$ cat src/rtl/serial_equality_pkg.sv
// ============================================================================
// Module      : serial_equality_pkg
// Description : Shared state encodings and counter-width helper for the
//               bit-serial magnitude/equality comparator.
// Revision    : 1.0 - initial release
// ============================================================================
`default_nettype none

package serial_equality_pkg;

    // Comparator FSM states
    typedef enum logic [1:0] {
        ST_IDLE  = 2'd0,
        ST_SHIFT = 2'd1,
        ST_DONE  = 2'd2
    } state_t;

    // Counter must hold 0..bits, so it needs clog2(bits+1) bits
    function automatic int cnt_width(input int n);
        return $clog2(n + 1);
    endfunction

endpackage

`default_nettype wire

$ cat src/rtl/serial_equality_bit_counter.sv
// ============================================================================
// Module      : bit_counter
// Description : Loadable up-counter with synchronous clear, count enable and
//               a terminal-count flag raised when the count equals BITS-1.
// Revision    : 1.0 - initial release
// ============================================================================
`default_nettype none

module bit_counter
    import serial_equality_pkg::*;
#(
    parameter int BITS = 4
) (
    input  logic                       clk,
    input  logic                       reset,
    input  logic                       clear,
    input  logic                       load,
    input  logic [cnt_width(BITS)-1:0] load_value,
    input  logic                       enable,
    output logic                       terminal
);

    localparam int                 W    = cnt_width(BITS);
    localparam logic [W-1:0]       LAST = W'(BITS - 1);

    logic [W-1:0] count;

    // Clear has priority over load, load over increment
    always_ff @(posedge clk) begin
        if (reset || clear) begin
            count <= '0;
        end else if (load) begin
            count <= load_value;
        end else if (enable) begin
            count <= count + 1'b1;
        end
    end

    assign terminal = (count == LAST);

endmodule

`default_nettype wire

$ cat src/rtl/serial_equality.sv
// ============================================================================
// Module      : serial_equality
// Description : Bit-serial comparator. Takes operands A/B one bit per beat,
//               MSB first, and after BITS beats reports eq / gt / lt.
//               Optional macro SERIAL_EQUALITY_EARLY_EXIT_EN: finish on the
//               first mismatching beat instead of consuming all BITS beats.
// Revision    : 1.0 - initial release
// ============================================================================
`default_nettype none

module serial_equality
    import serial_equality_pkg::*;
#(
    parameter int BITS = 4
) (
    input  logic clk,
    input  logic reset,
    input  logic start,
    input  logic in_valid,
    output logic in_ready,
    input  logic a_bit,
    input  logic b_bit,
    output logic busy,
    output logic done,
    output logic eq,
    output logic gt,
    output logic lt
);

`ifdef SERIAL_EQUALITY_EARLY_EXIT_EN
    localparam bit EARLY_EXIT = 1'b1;
`else
    localparam bit EARLY_EXIT = 1'b0;
`endif

    localparam int W = cnt_width(BITS);

    state_t state;
    logic   decided;
    logic   sign;

    // A beat arriving together with start is discarded (restart wins)
    logic accept;
    logic mismatch;
    logic last_beat;
    logic next_decided;
    logic next_sign;
    logic finish;

    assign accept       = in_valid && in_ready && !start;
    assign mismatch     = a_bit ^ b_bit;
    assign next_decided = decided | mismatch;
    assign next_sign    = decided ? sign : a_bit;
    assign finish       = last_beat || (EARLY_EXIT && !decided && mismatch);

    // Beat counter: restarted by every start, advanced by every accepted beat
    bit_counter #(
        .BITS (BITS)
    ) u_bit_counter (
        .clk        (clk),
        .reset      (reset),
        .clear      (start),
        .load       (1'b0),
        .load_value ({W{1'b0}}),
        .enable     (accept),
        .terminal   (last_beat)
    );

    // Control FSM with decision flags and registered results
    always_ff @(posedge clk) begin
        if (reset) begin
            state    <= ST_IDLE;
            in_ready <= 1'b0;
            busy     <= 1'b0;
            done     <= 1'b0;
            eq       <= 1'b0;
            gt       <= 1'b0;
            lt       <= 1'b0;
            decided  <= 1'b0;
            sign     <= 1'b0;
        end else begin
            done <= 1'b0;
            if (start) begin
                // Start from any state (re)launches a clean comparison
                state    <= ST_SHIFT;
                in_ready <= 1'b1;
                busy     <= 1'b1;
                eq       <= 1'b0;
                gt       <= 1'b0;
                lt       <= 1'b0;
                decided  <= 1'b0;
                sign     <= 1'b0;
            end else begin
                case (state)
                    ST_IDLE: begin
                        state <= ST_IDLE;
                    end
                    ST_SHIFT: begin
                        if (accept) begin
                            decided <= next_decided;
                            sign    <= next_sign;
                            if (finish) begin
                                state    <= ST_DONE;
                                in_ready <= 1'b0;
                                busy     <= 1'b0;
                                done     <= 1'b1;
                                eq       <= !next_decided;
                                gt       <= next_decided && next_sign;
                                lt       <= next_decided && !next_sign;
                            end
                        end
                    end
                    ST_DONE: begin
                        state <= ST_IDLE;
                    end
                    default: begin
                        state    <= ST_IDLE;
                        in_ready <= 1'b0;
                        busy     <= 1'b0;
                    end
                endcase
            end
        end
    end

endmodule

`default_nettype wire
$ cat config.mk
export PLATFORM = sky130hd
export DESIGN_NAME = serial_equality
export DESIGN_NICKNAME = d
export VERILOG_FILES = /design/src/rtl/serial_equality_pkg.sv /design/src/rtl/serial_equality_bit_counter.sv /design/src/rtl/serial_equality.sv
export SDC_FILE = /design/constraint.sdc
export NUM_CORES = 1
export LEC_CHECK = 0
export CAP_MARGIN = 40
export CORE_UTILIZATION = 35
export CTS_CLUSTER_DIAMETER = 200
export DETAILED_ROUTE_END_ITERATION = 7
export PLACE_DENSITY_LB_ADDON = 0.25
export SLEW_MARGIN = 30
export SYNTH_ARGS = -nofsm -noshare
export SYNTH_HDL_FRONTEND = slang
export SYNTH_SLANG_ARGS = --single-unit
$ cat constraint.sdc
create_clock -name clk -period 4.6 [get_ports clk]
set_clock_uncertainty 0.15 [all_clocks]
set_input_delay 0.92 -clock clk [delete_from_list [all_inputs] [get_ports clk]]
set_output_delay 0.92 -clock clk [all_outputs]
set_load 0.05 [all_outputs]
==> results of run 1 <==
[stage by stage]
step / hold slack, ns / utilization [%] / total power, mW / setup slack, ns / cell area, um^2
3_3_place_gp: 0.296 / 47.0 / 0.133 / 1.90 / 642
6_report: 0.323 / 48.6 / 0.194 / 1.92 / 664
2_1_floorplan: 0.290 / - / 0.124 / 2.38 / 533
3_5_place_dp: 0.316 / 47.0 / 0.133 / 1.85 / 642
4_1_cts: 0.326 / 48.6 / 0.197 / 1.91 / 664
5_1_grt: 0.357 / 48.6 / 0.207 / 1.82 / 664
[cell type report]
class | count | area (um^2) | share of cell area (%)
Timing Repair Buffer | 11 | 110 | 16.6
Tap cell | 15 | 18.8 | 2.82
Sequential cell | 12 | 240 | 36.2
Multi-Input combinational cell | 41 | 258 | 38.8
Inverter | 4 | 15.0 | 2.26
Clock buffer | 3 | 22.5 | 3.39
[power by group through the flow]
stage               sequential (mW)  clock (mW)  combinational [mW]
CTS                           0.108      0.0669              0.0227
finish                        0.108      0.0637              0.0225
floorplan                     0.112           0              0.0125
global placement              0.110           0              0.0227
detailed placement            0.110           0              0.0226
global route                  0.108      0.0732              0.0250
[cells by family after synthesis]
group                    Yosys count  synth area share [%]
AND/OR/NAND/NOR                   22                  21.8
AO/OA/AOI/OAI                     14                  16.7
flip-flops                        12                  45.1
buffers and inverters              8                  6.57
XOR/XNOR                           2                  3.29
adder cells (fa/ha/maj)            2                  4.69
multiplexers                       1                  1.88
[placed cells by master (no fill, tap or decap), drive strengths merged]
master | synthesis | layout
dfxtp | 12 | 12
clkdlybuf4s50 | 0 | 11
a21oi | 7 | 7
nor3 | 5 | 5
inv | 4 | 4
nor2 | 4 | 4
nand2 | 4 | 4
nor3b | 3 | 3
clkbuf | 2 | 3
o21ai | 2 | 2
nand3 | 2 | 2
xor2 | 2 | 2
a2111oi | 2 | 2
ha | 2 | 2
or3b | 1 | 1
or4 | 1 | 1
or2 | 1 | 1
and3 | 1 | 1
o31a | 1 | 1
a41oi | 1 | 1
mux2i | 1 | 1
a311oi | 1 | 1
[flip-flops by register name, summed over array words and instances (netlist names)]
register             count
busy                     1
eq                       1
gt                       1
lt                       1
decided                  1
state                    2
u_bit_counter.count      3
sign                     1
done                     1
[worst max path at each step]
stage / endpoint / from / cells past startpoint / slack, ns
global placement: eq / start / 4 / 1.90
detailed placement: eq / start / 4 / 1.85
CTS: in_ready / busy / 1 / 1.91
finish: in_ready / busy / 1 / 1.92
global route: busy / busy / 1 / 1.82
floorplan: eq / start / 4 / 2.38
[per-layer routing]
| layer | vias to the layer above | track usage (%) | wire (um) |
|---|---|---|---|
| met4 | 0 | 7.50 | 15 |
| met5 | - | 0 | 0 |
| met2 | 13 | 27.7 | 443 |
| met1 | 210 | 19.6 | 494 |
| li1 | 238 | - | - |
| met3 | 2 | 9.78 | 64 |
==> flow_summary.toml, run 1 <==
[timing]
setup_viol = 0
tightest_slew_ns = 0.499
max_slew_margin_pct = 66.6
totalNegativeSetupSlack_ns = 0
hold_viol = 0
fmax_ghz = 0.373
min_period_ns = 2.68
period_share_pct = 58.3
drv_slew = 0
rsz0062_at_grt = "false"

[setup_path]
worstReg2RegEnd = "eq"
crit_family = "buffers and inverters"
critPathKind = "reg -> out"
timing.reg2reg.setup_slack_ns = 2.80
worstPathRequired_ns = 3.53
worst-path-buf-inv = 1
cp-end-kind = "output port"
cp.arrival_ns = 1.61
slowest_delay_ns = 0.86
cp_cell_sequence = "clkdlybuf4s50_1"
reg2reg_from = "u_bit_counter.count[0]"
slowest_stage = "clkdlybuf4s50_1"
crit_fanout = 10
critPathLaunchType = "flip-flop"
worst-r2r-cell-count = 5

[clock_network]
cts-buffers-inserted = 3
clkSinkCount = 12
clockRootBuffer = "clkbuf_4"
cts.repair.resized = 0
holdBufCountCts = 0
h-tree-depth = 1
clk_latency_ns = 0.27
cts_buffer_depth = 2
cts_tree = "done"
postCtsSetupBuffers = 0
path_clk_slew_ns = 0.07

[run]
drv_cap = 0

[synth]
synth-seq-area-share_pct = 45.1
synth_edf_count = 0
synth_most_common_cell = "dfxtp_1"
synthFlopType = "dfxtp_1"
postSynthAreaPerCell_um2 = 8.74
synth_top_area_share_pct = 45.1
postSynthCellCount = 61
yosys-top-cells-area = "dfxtp_1 (45%), a21oi_1 (6.6%), ha_1 (4.7%)"
ys_ff_latch = 12
yosysUniqueCellTypes = 23
synthesis.nets = 69
synth.cell_area_um2 = 533
yosys_warnings = 0
synth_common_cells = "dfxtp_1 (12), a21oi_1 (7), nor3_1 (5)"
synthArstFlopShare_pct = 0
synth_largest_area_cell = "dfxtp_1"

[worst_hold_path]
hold-path-endpoint = "u_bit_counter.count[1]"
hold_class = "reg -> reg"
min_path_cells = 2
holdCritStartpoint = "u_bit_counter.count[1]"

[grt]
antenna_found_initial = 0
grt_use_total_pct = 17.7
grt-ovfl-total = 0
grt_pass1_vias = 453
grt_max_degree = 11
grt_pass1_wl_um = 1850

[floorplan]
dieArea_um2 = 1680
rows = 13
dieHeight_um = 41.0
core_area_um2 = 1370
chipWidth_um = 41.0
ios = 12
initial_core_util_pct = 39.0

[power_and_ir_drop]
power_density_nw_per_um2 = 292
switching_share_pct = 24.8
vdd_ir_drop_max_mv = 0.163
clkPwrFrac_pct = 32.8
seqPwrFrac_pct = 55.6
leakagePower_nw = 0.229
p_comb_share_pct = 11.6
p_sw_mw = 0.0482
power.internal_mw = 0.146

[placed_design]
port_buffers = 11
globalplace.congestion = 0.805
hpwl_um = 737
placedCellCount = 83

[cells_and_area]
drive_above_1_share_pct = 5.63
n_fill_cell = 140
diodes = 0
instances_no_fill = 86
syn_to_final_growth_pct = 24.6
nNetsFinal = 81

[route]
wl_um = 1020
vias_per_cell = 5.38
drtPass1Iterations = 4
antenna_left = 0
wl_per_cell_um = 11.8
drtIter0Drc = 10
drc_errors = 0
via_count = 463

[status]
status = "finished clean"
Power figures use the tool's default switching activity.
==> run 2: changes to the inputs <==
==> constraint.sdc (replaced) <==
create_clock -name clk -period 2.55 [get_ports clk]
set_clock_uncertainty 0.15 [all_clocks]
set_input_delay 0.51 -clock clk [delete_from_list [all_inputs] [get_ports clk]]
set_output_delay 0.51 -clock clk [all_outputs]
set_load 0.05 [all_outputs]
==> flow_summary.toml, run 2 (synthesis gave the netlist of run 1 again) <==
[status]
status = "finished clean"

[setup_path]
critPathLaunchType = "flip-flop"
worstPathRequired_ns = 1.89
slowest_stage = "clkdlybuf4s50_1"
slowest_delay_ns = 0.80
crit_fanout = 3
cp-end-kind = "output port"
critPathKind = "reg -> out"
critPathLaunch = "busy"
worst-path-buf-inv = 1
reg2reg_from = "u_bit_counter.count[0]"
cp_cell_sequence = "clkdlybuf4s50_1"
cp.arrival_ns = 1.43
crit_family = "buffers and inverters"

[placed_design]
hpwl_um = 761
placed_area_um2 = 657
globalplace.congestion = 0.815
port_buffers = 11
placedCellCount = 85
dp_slack_ns = 0.232

[clock_network]
postCtsSetupBuffers = 0
clkSinkCount = 12
cts-buffers-inserted = 3
cts_tree = "done"
holdBufCountCts = 0
path_clk_slew_ns = 0.08
clockRootBuffer = "clkbuf_4"
cts.repair.resized = 0
cts_buffer_depth = 2
h-tree-depth = 1
clk_latency_ns = 0.27

[route]
drtPass1Iterations = 4
wl_per_cell_um = 12.0
via_count = 476
vias_per_cell = 5.35
antenna_left = 0
drc_errors = 0
drtIter0Drc = 3
wl_um = 1060

[grt]
grt_pass1_vias = 450
grt_max_degree = 9
grt_pass1_wl_um = 1820
grt-ovfl-total = 0
grt_use_total_pct = 17.1
antenna_found_initial = 0

[timing]
tightest_slew_ns = 0.499
min_period_ns = 2.09
fmax_ghz = 0.480
setup_viol = 0
hold_viol = 0
fin_hold_ws_ns = 0.318
drv_slew = 0
max_slew_margin_pct = 66.6
setup_ws_ns = 0.465
totalNegativeSetupSlack_ns = 0
rsz0062_at_grt = "false"
period_share_pct = 81.8

[cells_and_area]
final_cell_mix = "dfxtp_1 (12), clkdlybuf4s50_1 (11), a21oi_1 (7)"
nNetsFinal = 83
final_common_cell = "dfxtp_1"
seq_area_um2 = 240
fin_area_um2 = 693
syn_to_final_growth_pct = 30.0
n_fill_cell = 131
multi_input_area_um2 = 258
diodes = 0
regMostFlops = "u_bit_counter.count"
largest_register_ffs = 3
instances_no_fill = 89
final_util_pct = 50.7
reg.largest.list = "u_bit_counter.count x3, state x2"
drive_above_1_share_pct = 9.46

[power_and_ir_drop]
p_comb_share_pct = 11.7
switching_share_pct = 23.8
leakagePower_nw = 0.246
power.internal_mw = 0.298
power_density_nw_per_um2 = 564
vdd_ir_drop_max_mv = 0.359
seqPwrFrac_pct = 49.3
p_sw_mw = 0.0932
total_power_mw = 0.391
clkPwrFrac_pct = 39.0

[run]
drv_cap = 0

[worst_hold_path]
hold_class = "reg -> reg"
holdCritStartpoint = "u_bit_counter.count[1]"

[floorplan]
chipWidth_um = 41.0
initial_core_util_pct = 39.0
core_area_um2 = 1370
dieArea_um2 = 1680
rows = 13
ios = 12
dieHeight_um = 41.0
run 2: metal layers:
layer	track usage (%)	up-vias	routed length, um
li1	-	242	-
met1	19.1	219	506
met2	28.5	13	466
met3	6.52	2	74
met4	7.50	0	16
met5	0	-	0
run 2: path summary, 6_finish.rpt:
check | cells past startpoint | slack (ns) | end
hold reg to reg | 2 | 0.32 | u_bit_counter.count[1]
setup / recovery | 1 | 0.46 | in_ready
setup reg to reg | 5 | 0.79 | eq
hold / removal | 2 | 0.32 | u_bit_counter.count[1]
run 2: final cells by class:
cell class / instances / area share, %
multi-input combinational: 41 / 37.2
timing repair buffer: 13 / 18.1
clock buffer: 4 / 5.23
tap: 15 / 2.71
inverter: 4 / 2.17
sequential: 12 / 34.7
run 2: power by group through the flow:
stage               clock network, mW  logic (mW)  registers, mW
finish                          0.152      0.0459          0.193
global route                    0.163      0.0506          0.193
CTS                             0.158      0.0460          0.193
detailed placement                  0      0.0457          0.197
global placement                    0      0.0456          0.197
floorplan                           0      0.0226          0.202
